[src/rtl/ifetch_unit_pkg.sv]
// Shared constants, types and helpers for the instruction fetch unit.
//   XLEN / ILEN      : address width and instruction word width
//   STARTUP_OFFSET   : fetch address after reset
//   NOP_INST         : instruction presented to decode when no fetch is valid
//   IFETCH_DEPTH     : default instruction buffer depth
//   fetch_entry_t    : one buffered instruction {inst, pc_next}
package ifetch_unit_pkg;

  localparam int unsigned XLEN = 64;
  localparam int unsigned ILEN = 32;
  localparam int unsigned IFETCH_DEPTH = 2;

  localparam logic [XLEN-1:0] STARTUP_OFFSET = 64'h0000_0000_8000_0000;
  localparam logic [ILEN-1:0] NOP_INST       = 32'h0000_0013;

  typedef struct packed {
    logic [ILEN-1:0] inst;
    logic [XLEN-1:0] pc_next;
  } fetch_entry_t;

  // Sequential next PC; wraps modulo 2^XLEN.
  function automatic logic [XLEN-1:0] pc_inc(input logic [XLEN-1:0] pc);
    return pc + XLEN'(4);
  endfunction

  function automatic logic [XLEN-1:0] align_pc(input logic [XLEN-1:0] pc);
    return {pc[XLEN-1:2], 2'b00};
  endfunction

endpackage

[src/rtl/ifetch_unit_fifo.sv]
// Synchronous instruction buffer holding {inst, pc_next} entries.
//   clk, rst            : clock, asynchronous active-low reset
//   push, push_inst,
//   push_pc_next        : write one entry (caller guarantees not full)
//   pop                 : drop head entry (caller guarantees not empty)
//   flush               : empty the buffer; wins over push/pop
//   head_inst,
//   head_pc_next        : head entry (undefined when empty)
//   count, empty, full  : occupancy
module ifetch_unit_fifo
  import ifetch_unit_pkg::*;
#(
  parameter int unsigned DEPTH = 2
) (
  input  logic                    clk,
  input  logic                    rst,
  input  logic                    push,
  input  logic [ILEN-1:0]         push_inst,
  input  logic [XLEN-1:0]         push_pc_next,
  input  logic                    pop,
  input  logic                    flush,
  output logic [ILEN-1:0]         head_inst,
  output logic [XLEN-1:0]         head_pc_next,
  output logic [$clog2(DEPTH):0]  count,
  output logic                    empty,
  output logic                    full
);

  localparam int unsigned PtrW = $clog2(DEPTH);

  fetch_entry_t    mem_q [DEPTH];
  logic [PtrW-1:0] wr_ptr_q, rd_ptr_q;
  logic [PtrW:0]   count_q;

  // Storage needs no reset; validity is tracked by count_q.
  always_ff @(posedge clk) begin
    if (push && !flush) begin
      mem_q[wr_ptr_q] <= '{inst: push_inst, pc_next: push_pc_next};
    end
  end

  always_ff @(posedge clk or negedge rst) begin
    if (!rst) begin
      wr_ptr_q <= '0;
      rd_ptr_q <= '0;
      count_q  <= '0;
    end else if (flush) begin
      wr_ptr_q <= '0;
      rd_ptr_q <= '0;
      count_q  <= '0;
    end else begin
      if (push) wr_ptr_q <= wr_ptr_q + PtrW'(1);
      if (pop)  rd_ptr_q <= rd_ptr_q + PtrW'(1);
      unique case ({push, pop})
        2'b10:   count_q <= count_q + (PtrW+1)'(1);
        2'b01:   count_q <= count_q - (PtrW+1)'(1);
        default: count_q <= count_q;
      endcase
    end
  end

  assign head_inst    = mem_q[rd_ptr_q].inst;
  assign head_pc_next = mem_q[rd_ptr_q].pc_next;
  assign count        = count_q;
  assign empty        = (count_q == '0);
  assign full         = (count_q == (PtrW+1)'(DEPTH));

endmodule

[src/rtl/ifetch_unit.sv]
// Fetch-stage producer: generates the fetch PC, issues requests to instruction
// memory under a credit limit, buffers in-order responses and presents the
// head instruction to the fetch->decode register. Redirects flush the buffer
// and discard responses still in flight.
//   clk, rst                    : clock, asynchronous active-low reset
//   imem_req_valid/ready/addr   : fetch request port (request may be withdrawn)
//   imem_rsp_valid/data         : in-order response, no backpressure
//   stall                       : decode holds the current output
//   redirect_valid/pc           : control-flow change from execute
//   fetch_inst/pc_next/invalid  : output to the pipeline register
//   fetch_misaligned            : only with IFETCH_MISALIGN_TRAP_EN defined;
//                                 sticky flag for a misaligned redirect target
// Build option: IFETCH_MISALIGN_TRAP_EN enables the misaligned-target trap;
// otherwise redirect_pc[1:0] is ignored.
module ifetch_unit
  import ifetch_unit_pkg::*;
#(
  parameter int unsigned FIFO_DEPTH = IFETCH_DEPTH
) (
  input  logic            clk,
  input  logic            rst,
  output logic            imem_req_valid,
  input  logic            imem_req_ready,
  output logic [XLEN-1:0] imem_req_addr,
  input  logic            imem_rsp_valid,
  input  logic [ILEN-1:0] imem_rsp_data,
  input  logic            stall,
  input  logic            redirect_valid,
  input  logic [XLEN-1:0] redirect_pc,
  output logic [ILEN-1:0] fetch_inst,
  output logic [XLEN-1:0] fetch_pc_next,
  output logic            fetch_invalid
`ifdef IFETCH_MISALIGN_TRAP_EN
  ,
  output logic            fetch_misaligned
`endif
);

  localparam int unsigned CntW = $clog2(FIFO_DEPTH) + 1;
  localparam logic [CntW:0] DepthCnt = (CntW+1)'(FIFO_DEPTH);

  logic [XLEN-1:0] pc_q, pc_d;
  logic [XLEN-1:0] resp_pc_q, resp_pc_d;
  logic [XLEN-1:0] last_pc_q, last_pc_d;
  logic [CntW-1:0] inflight_q, inflight_d;
  logic [CntW-1:0] drop_q, drop_d;
  logic [CntW-1:0] count;
  logic [CntW:0]   occupancy;
  logic            empty, full;
  logic            accept, push, pop, issue_ok;
  logic [XLEN-1:0] target_pc;
  logic            target_bad;
  logic [ILEN-1:0] head_inst;
  logic [XLEN-1:0] head_pc_next;

`ifdef IFETCH_MISALIGN_TRAP_EN
  logic misaligned_q;

  assign target_bad       = (redirect_pc[1:0] != 2'b00);
  assign target_pc        = redirect_pc;
  assign issue_ok         = !misaligned_q;
  assign fetch_misaligned = misaligned_q;

  always_ff @(posedge clk or negedge rst) begin
    if (!rst) begin
      misaligned_q <= 1'b0;
    end else if (redirect_valid) begin
      misaligned_q <= target_bad;
    end
  end
`else
  assign target_bad = 1'b0;
  assign target_pc  = align_pc(redirect_pc);
  assign issue_ok   = 1'b1;
`endif

  // Credit covers both in-flight requests and buffered entries, so a kept
  // response always finds a free slot.
  assign occupancy      = {1'b0, inflight_q} + {1'b0, count};
  assign imem_req_valid = rst && issue_ok && !redirect_valid && (occupancy < DepthCnt);
  assign imem_req_addr  = pc_q;
  assign accept         = imem_req_valid && imem_req_ready;

  assign push = imem_rsp_valid && (drop_q == '0) && !redirect_valid;
  assign pop  = !empty && !stall && !redirect_valid;

  always_comb begin
    inflight_d = inflight_q + CntW'(accept) - CntW'(imem_rsp_valid);

    // On redirect every request still outstanding after this cycle is stale.
    drop_d = drop_q;
    if (redirect_valid) begin
      drop_d = inflight_d;
    end else if (imem_rsp_valid && (drop_q != '0)) begin
      drop_d = drop_q - CntW'(1);
    end

    pc_d = pc_q;
    if (redirect_valid) begin
      pc_d = target_pc;
    end else if (accept) begin
      pc_d = pc_inc(pc_q);
    end

    // Address of the next kept response; tags buffered entries.
    resp_pc_d = resp_pc_q;
    if (redirect_valid) begin
      resp_pc_d = target_pc;
    end else if (push) begin
      resp_pc_d = pc_inc(resp_pc_q);
    end

    last_pc_d = last_pc_q;
    if (redirect_valid && target_bad) begin
      last_pc_d = redirect_pc;
    end else if (pop) begin
      last_pc_d = head_pc_next;
    end
  end

  always_ff @(posedge clk or negedge rst) begin
    if (!rst) begin
      pc_q       <= STARTUP_OFFSET;
      resp_pc_q  <= STARTUP_OFFSET;
      last_pc_q  <= STARTUP_OFFSET;
      inflight_q <= '0;
      drop_q     <= '0;
    end else begin
      pc_q       <= pc_d;
      resp_pc_q  <= resp_pc_d;
      last_pc_q  <= last_pc_d;
      inflight_q <= inflight_d;
      drop_q     <= drop_d;
    end
  end

  ifetch_unit_fifo #(
    .DEPTH (FIFO_DEPTH)
  ) u_fifo (
    .clk          (clk),
    .rst          (rst),
    .push         (push),
    .push_inst    (imem_rsp_data),
    .push_pc_next (pc_inc(resp_pc_q)),
    .pop          (pop),
    .flush        (redirect_valid),
    .head_inst    (head_inst),
    .head_pc_next (head_pc_next),
    .count        (count),
    .empty        (empty),
    .full         (full)
  );

  assign fetch_invalid = empty || redirect_valid;
  assign fetch_inst    = fetch_invalid ? NOP_INST : head_inst;
  assign fetch_pc_next = fetch_invalid ? last_pc_q : head_pc_next;

  a_no_overflow : assert property (@(posedge clk) disable iff (!rst) !(push && full));

endmodule

[config.mk]
export PLATFORM = sky130hd
export DESIGN_NAME = ifetch_unit
export DESIGN_NICKNAME = d
export VERILOG_FILES = /design/src/rtl/ifetch_unit_pkg.sv /design/src/rtl/ifetch_unit_fifo.sv /design/src/rtl/ifetch_unit.sv
export SDC_FILE = /design/constraint.sdc
export NUM_CORES = 1
export LEC_CHECK = 0
export CORE_AREA = 2 2 186 188
export DETAILED_ROUTE_END_ITERATION = 8
export DIE_AREA = 0 0 188 190
export GPL_TIMING_DRIVEN = 0
export PLACE_DENSITY = 0.8
export SYNTH_ARGS = -nofsm -noshare
export SYNTH_HDL_FRONTEND = slang
export SYNTH_SLANG_ARGS = --single-unit
[constraint.sdc]
create_clock -name clk -period 11.5 [get_ports clk]
set_input_delay 3.45 -clock clk [delete_from_list [all_inputs] [get_ports clk]]
set_output_delay 3.45 -clock clk [all_outputs]
set_load 0.02 [all_outputs]
==> run_results.csv, run 1 <==
group,metric,value,unit
clock_tree,h-tree-depth,2,
drt,vias,14700,
critical_path,end_kind,"output port",
placed_design,gp_congestion,1.05,
clock_tree,cts.sinks,382,
power_and_ir_drop,p_per_area,187,nW/µm²
logic_synthesis,ys_seq_area_frac,0.571,
sta,worstMarginPinSlew,1.25,ns
global_routing,grtUsageTotal,0.291,
critical_path,critPathArrivalTime,7.09,ns
logic_synthesis,synth_top_area_share,0.307,
sta,relSlewSlack,0.158,
logic_synthesis,synth_cells,1693,
clock_tree,clock_path_buffers,3,
logic_synthesis,synth_edf_count,188,
drt,first_iter_violations,1203,
logic_synthesis,syn_area,18400,µm²
clock_tree,clock_latency,0.53,ns
placed_design,port-buffer-count,257,
clock_tree,clock-root-buffer,"clkbuf_16",
cells_and_area,final_common_cell,"clkdlybuf4s50_1",
placed_design,dp_hpwl,38.4,mm
worst_hold_path,hold_class,"reg2reg",
global_routing,grt_pass1_vias,14600,
power_and_ir_drop,power.leakage,8.42,nW
floorplan,die-height,190,µm
global_routing,overflow,0,
cells_and_area,n_antenna_cell,0,
logic_synthesis,yosys_warnings,0,
floorplan,io_pins,264,
global_routing,grt_max_degree,118,
drt,drtAntennaViolNets,0,
critical_path,cp-start-kind,"primary input",
floorplan,die_x,188,µm
logic_synthesis,avgSynthCellArea,10.9,µm²
logic_synthesis,async_reset_ff_frac,0.508,
logic_synthesis,synth_cell_types,75,
power_and_ir_drop,vdd_drop_max,112,µV
cells_and_area,drive_above_1_share,0.0741,
floorplan,start_util,0.542,
logic_synthesis,ys_seq_elements,382,
clock_tree,cts_resized,0,
floorplan,core_area,33900,µm²
critical_path,required,8.05,ns
drt,vias_per_cell,5.89,
global_routing,antenna_found_initial,0,
sta,period_minus_slack,10.54,ns
sta,fin_tns_setup,0,ns
floorplan,die-area,35700,µm²
sta,fin_crit_sh,0.917,
global_routing,grt_pass1_wl,80.8,mm
cells_and_area,mostFrequentLayoutCells,"256 x clkdlybuf4s50_1, 254 x nand2_1, 191 x dfrtp_1",
sta,fin_worst_skew,0.0120,ns
clock_tree,cts_buffers,40,
clock_tree,cts_tree,"built",
sta,worst_slack,0.956,ns
placed_design,place_ws,1.00,ns
drt,wirelength,51.8,mm
logic_synthesis,yosysTopAreaCell,"edfxtp_1",
floorplan,row_count,68,
critical_path,worst-setup-path-type,"in2out",
cells_and_area,finalNetCount,2114,
drt,drc,0,
sta,timing.final.hold_violations,0,
clock_tree,hold_buffers,0,
sta,holdWs,0.478,ns
drt,drtPass1Iterations,5,
critical_path,critPathMaxFanout,10,
clock_tree,postCtsSetupBuffers,0,
sta,slew_viol_final,0,
cells_and_area,area_delta_synth_final,25.4,%
sta,rsz0062_at_grt,"no",
logic_synthesis,yosys_most_used_dff,"dfrtp_1",
flow_run,max_cap_viol_count,0,
drt,wl_per_cell,20.8,µm
status,outcome,"finished, final reports clean",
logic_synthesis,synth_area_leaders,"edfxtp_1 31%, dfrtp_1 26%, mux2i_1 5.3%, nand2_1 5.2%, o21ai_0 4.8%",
clock_tree,path_clk_slew,0.06,ns
sta,clock.fmax,94.8,MHz
sta,setup_viol,0,
-- flip-flops by register name, indices dropped and copies added (netlist names) --
signal,flops
u_fifo.mem_q,188
imem_req_addr,62
last_pc_q,62
resp_pc_q,62
drop_q,2
inflight_q,2
u_fifo.count,2
u_fifo.rd_ptr_q,1
u_fifo.wr_ptr_q,1
-- path summary, 6_finish.rpt --
check	from	end	slack, ns	depth (start not counted)
max	redirect_valid	fetch_pc_next[44]	0.96	9
min	last_pc_q[37]	last_pc_q[37]	0.48	2
max reg2reg	u_fifo.count[0]	drop_q[1]	7.38	14
min reg2reg	last_pc_q[37]	last_pc_q[37]	0.48	2
max in group asynchronous	rst	last_pc_q[31]	7.61	2
min in group asynchronous	rst	imem_req_addr[19]	2.95	1
-- layout make-up --
class / count / area, µm²
Clock inverter: 17 / 194
Fill cell: 2479 / 10900
Sequential cell: 382 / 10500
Multi-Input combinational cell: 1192 / 7350
Tap cell: 455 / 569
Timing Repair Buffer: 268 / 2730
Clock buffer: 56 / 1160
Buffer: 102 / 489
Inverter: 20 / 75.1
-- critical path, stage by stage --
cell and delay [ns]:
clkdlybuf4s50_1 0.57, clkbuf_1 0.60, nor2_1 0.30, inv_2 0.27, clkbuf_1 0.51, clkbuf_1 0.46, nand2_1 0.13, o21ai_0 0.10
clkdlybuf4s50_1 0.69
-- power breakdown --
part | leakage, nW | switching [W] | internal (W) | total [W]
sequential | 4.04 | 0.000141 | 0.00166 | 0.00180
combinational | 3.72 | 0.000694 | 0.000497 | 0.00119
clock | 0.667 | 0.000521 | 0.000799 | 0.00132
total | 8.42 | 0.00136 | 0.00296 | 0.00431
-- cell usage after synthesis, types with 39 or more instances --
cell type,count
nor2_1,111
nand4_1,39
o21ai_0,177
clkbuf_1,68
nand2_1,254
nand3_1,77
mux2i_1,97
dfrtp_1,191
xnor2_1,79
edfxtp_1,188
xor2_1,67
nor3_1,39
-- per-layer routing --
metal,global-route usage,wire [µm]
met1,0.394,21200
met2,0.465,23800
met3,0.0494,4710
met4,0.125,2170
met5,0,0
-- stage by stage --
stage          area, µm²  total power [W]  cells   util
2_1_floorplan      18400          0.00244   1696      -
3_3_place_gp       21500          0.00297   2408  0.635
3_5_place_dp       21700          0.00300   2419  0.640
4_1_cts            23100          0.00432   2492  0.680
5_1_grt            23100          0.00450   2492  0.680
6_report           23100          0.00431   2492  0.680
-- kinds of logic (layout without fill, tap and decap cells) --
group	after synthesis	in the layout	share of synthesized area
other cells	1	4	0.000204
flops	382	382	0.571
buf+inv	122	463	0.0307
simple gates	648	648	0.176
compound gates	274	274	0.0846
mux	114	114	0.0632
xor+xnor	146	146	0.0695
fa+ha+maj	6	6	0.00449
Note: power is estimated with default switching activity, not from simulation.
==> run 2: changes to the inputs <==
CELL_PAD_IN_SITES_DETAIL_PLACEMENT = 1   (was unset)
CELL_PAD_IN_SITES_GLOBAL_PLACEMENT = 2   (was unset)
CORE_AREA = 2 2 230 232   (was 2 2 186 188)
DIE_AREA = 0 0 232 234   (was 0 0 188 190)
PLACE_DENSITY = unset   (was 0.8)
PLACE_DENSITY_LB_ADDON = 0.1   (was unset)
==> run 2 against run 1 <==
Effect of this change:
- clock skew grew 0.0053 ns
- clock-buffer cell count grew 4
- final area grew 2.0%
- non-clock buffer count grew 1
- routed wire length grew 19%
- cell count grew 9.8%
- register-to-register slack lost 0.21 ns
- combinational power is essentially flat
- critical path depth is the same
- total power grew 3.7%
==> run_results.csv, run 2 (synthesis gave the netlist of run 1 again) <==
group,metric,value,unit
status,outcome,"finished, final reports clean",
cells_and_area,n_antenna_cell,0,
drt,drtAntennaViolNets,0,
global_routing,antenna_found_initial,0,
placed_design,dp.cells,2652,
floorplan,start_util,0.354,
clock_tree,clock_latency,0.58,ns
critical_path,worst-setup-path-type,"in2out",
power_and_ir_drop,p_per_area,190,nW/µm²
critical_path,path_cells,"clkdlybuf4s50_1, clkbuf_1, nor2_1, inv_2, clkbuf_1, clkbuf_1, nand2_1, o21ai_0, clkdlybuf4s50_1",
global_routing,grtUsageTotal,0.227,
cells_and_area,largest_reg_flops,188,
cells_and_area,area_delta_synth_final,27.9,%
sta,timing.final.hold_violations,0,
cells_and_area,final_common_cell,"clkdlybuf4s50_1",
drt,first_iter_violations,684,
worst_hold_path,hold_class,"reg2reg",
power_and_ir_drop,vdd_drop_max,99.7,µV
clock_tree,cts_buffers,45,
sta,period_minus_slack,10.67,ns
sta,setup_viol,0,
critical_path,cp_slowest_stage_delay,0.68,ns
power_and_ir_drop,switching_share,0.322,
power_and_ir_drop,power,0.00447,W
clock_tree,clock-root-buffer,"clkbuf_16",
floorplan,io_pins,264,
sta,slew_viol_final,0,
floorplan,core_area,52000,µm²
critical_path,cp-startpoint,"redirect_valid",
cells_and_area,drive_above_1_share,0.0796,
worst_hold_path,min-delay-start,"last_pc_q[53]",
drt,drtPass1Iterations,5,
placed_design,gp_congestion,0.934,
global_routing,grt_pass1_wl,92.3,mm
global_routing,overflow,0,
clock_tree,h-tree-depth,2,
floorplan,die_x,232,µm
power_and_ir_drop,power.leakage,8.50,nW
critical_path,rrSetupSlack,7.17,ns
power_and_ir_drop,clkPwrFrac,0.327,
sta,relSlewSlack,0.0697,
drt,drc,0,
clock_tree,hold_buffers,0,
drt,vias,14100,
clock_tree,cts_tree,"built",
sta,fin_worst_skew,0.0173,ns
cells_and_area,mostFrequentLayoutCells,"256 x clkdlybuf4s50_1, 254 x nand2_1, 191 x dfrtp_1",
critical_path,cp_slowest_cell,"clkdlybuf4s50_1",
critical_path,end_kind,"output port",
floorplan,die-area,54300,µm²
drt,wirelength,61.7,mm
floorplan,row_count,84,
clock_tree,cts_resized,0,
cells_and_area,top_register,"u_fifo.mem_q",
sta,worstMarginPinSlew,1.38,ns
sta,rsz0062_at_grt,"no",
power_and_ir_drop,p_sw,0.00144,W
cells_and_area,finalNetCount,2120,
floorplan,die-height,234,µm
sta,holdWs,0.478,ns
power_and_ir_drop,seqPwrFrac,0.403,
global_routing,grt_pass1_vias,14900,
critical_path,r2r_start,"u_fifo.count[0]",
clock_tree,postCtsSetupBuffers,0,
critical_path,critPathMaxFanout,10,
drt,vias_per_cell,5.16,
cells_and_area,instances_no_fill,2737,
clock_tree,cts.sinks,382,
sta,clock.fmax,93.7,MHz
placed_design,port-buffer-count,257,
power_and_ir_drop,power_frac_comb,0.270,
flow_run,max_cap_viol_count,0,
global_routing,grt_max_degree,109,
critical_path,critPathArrivalTime,7.22,ns
clock_tree,path_clk_slew,0.06,ns
placed_design,dp_hpwl,47.1,mm
sta,fin_crit_sh,0.928,
drt,wl_per_cell,22.5,µm
sta,fin_tns_setup,0,ns
critical_path,cp_common_cell,"clkbuf_1",
critical_path,cp-start-kind,"primary input",
critical_path,required,8.05,ns
clock_tree,clock_path_buffers,3,
power_and_ir_drop,power.internal,0.00303,W
==> run 2: changes by cell type in the layout (fill, tap and decap cells not counted), moves of 3 or more <==
cell | previous run | this run
clkinv_2 | 2 | 9
clkinv_1 | 6 | 3
clkbuf_16 | 42 | 46
clkbuf_1 | 76 | 79
clkinvlp_4 | 0 | 3
clkbuf_8 | 12 | 9
inv_6 | 4 | 0
==> run 2: layout make-up <==
type | instances | area [µm²]
Multi-Input combinational cell | 1192 | 7350
Inverter | 20 | 75.1
Fill cell | 5638 | 28500
Clock inverter | 24 | 285
Tap cell | 688 | 861
Buffer | 102 | 489
Clock buffer | 60 | 1230
Sequential cell | 382 | 10500
Timing Repair Buffer | 269 | 2740
==> run 2: critical path: cells and delay by family <==
family	cells	cell delay (ns)
buf+inv	6	3.19
simple gates	2	0.39
compound gates	1	0.18
==> run 2: worst paths after layout <==
kind	endpoint	cells past startpoint
max reg2reg	drop_q[1]	14
max	fetch_pc_next[44]	9
max in group asynchronous	last_pc_q[62]	2
min reg2reg	last_pc_q[53]	2
min in group asynchronous	imem_req_addr[21]	1
min	last_pc_q[53]	2
==> run 2: power groups by stage <==
stage | combinational (W) | clock [W] | sequential [W]
after floorplan | 0.000613 | 0 | 0.00183
after global placement | 0.00118 | 0 | 0.00184
after detailed placement | 0.00122 | 0 | 0.00183
after CTS | 0.00123 | 0.00150 | 0.00180
after global routing | 0.00131 | 0.00155 | 0.00183
final | 0.00121 | 0.00146 | 0.00180
==> run 2: stage by stage <==
stage	area [µm²]	setup WS (ns)	utilization
final	23500	0.826	0.452
after global routing	23500	0.627	0.452
after CTS	23500	0.715	0.452
after detailed placement	22000	0.732	0.423
after global placement	21800	-5.50	0.420
after floorplan	18400	0.381	-
==> run 2: per-layer routing <==
metal	share of wire	up-vias	GRT usage
met4	0.024	0	0.0643
met1	0.46	7008	0.302
met2	0.48	350	0.383
li1	-	6684	-
met3	0.041	84	0.0365
met5	0	-	0
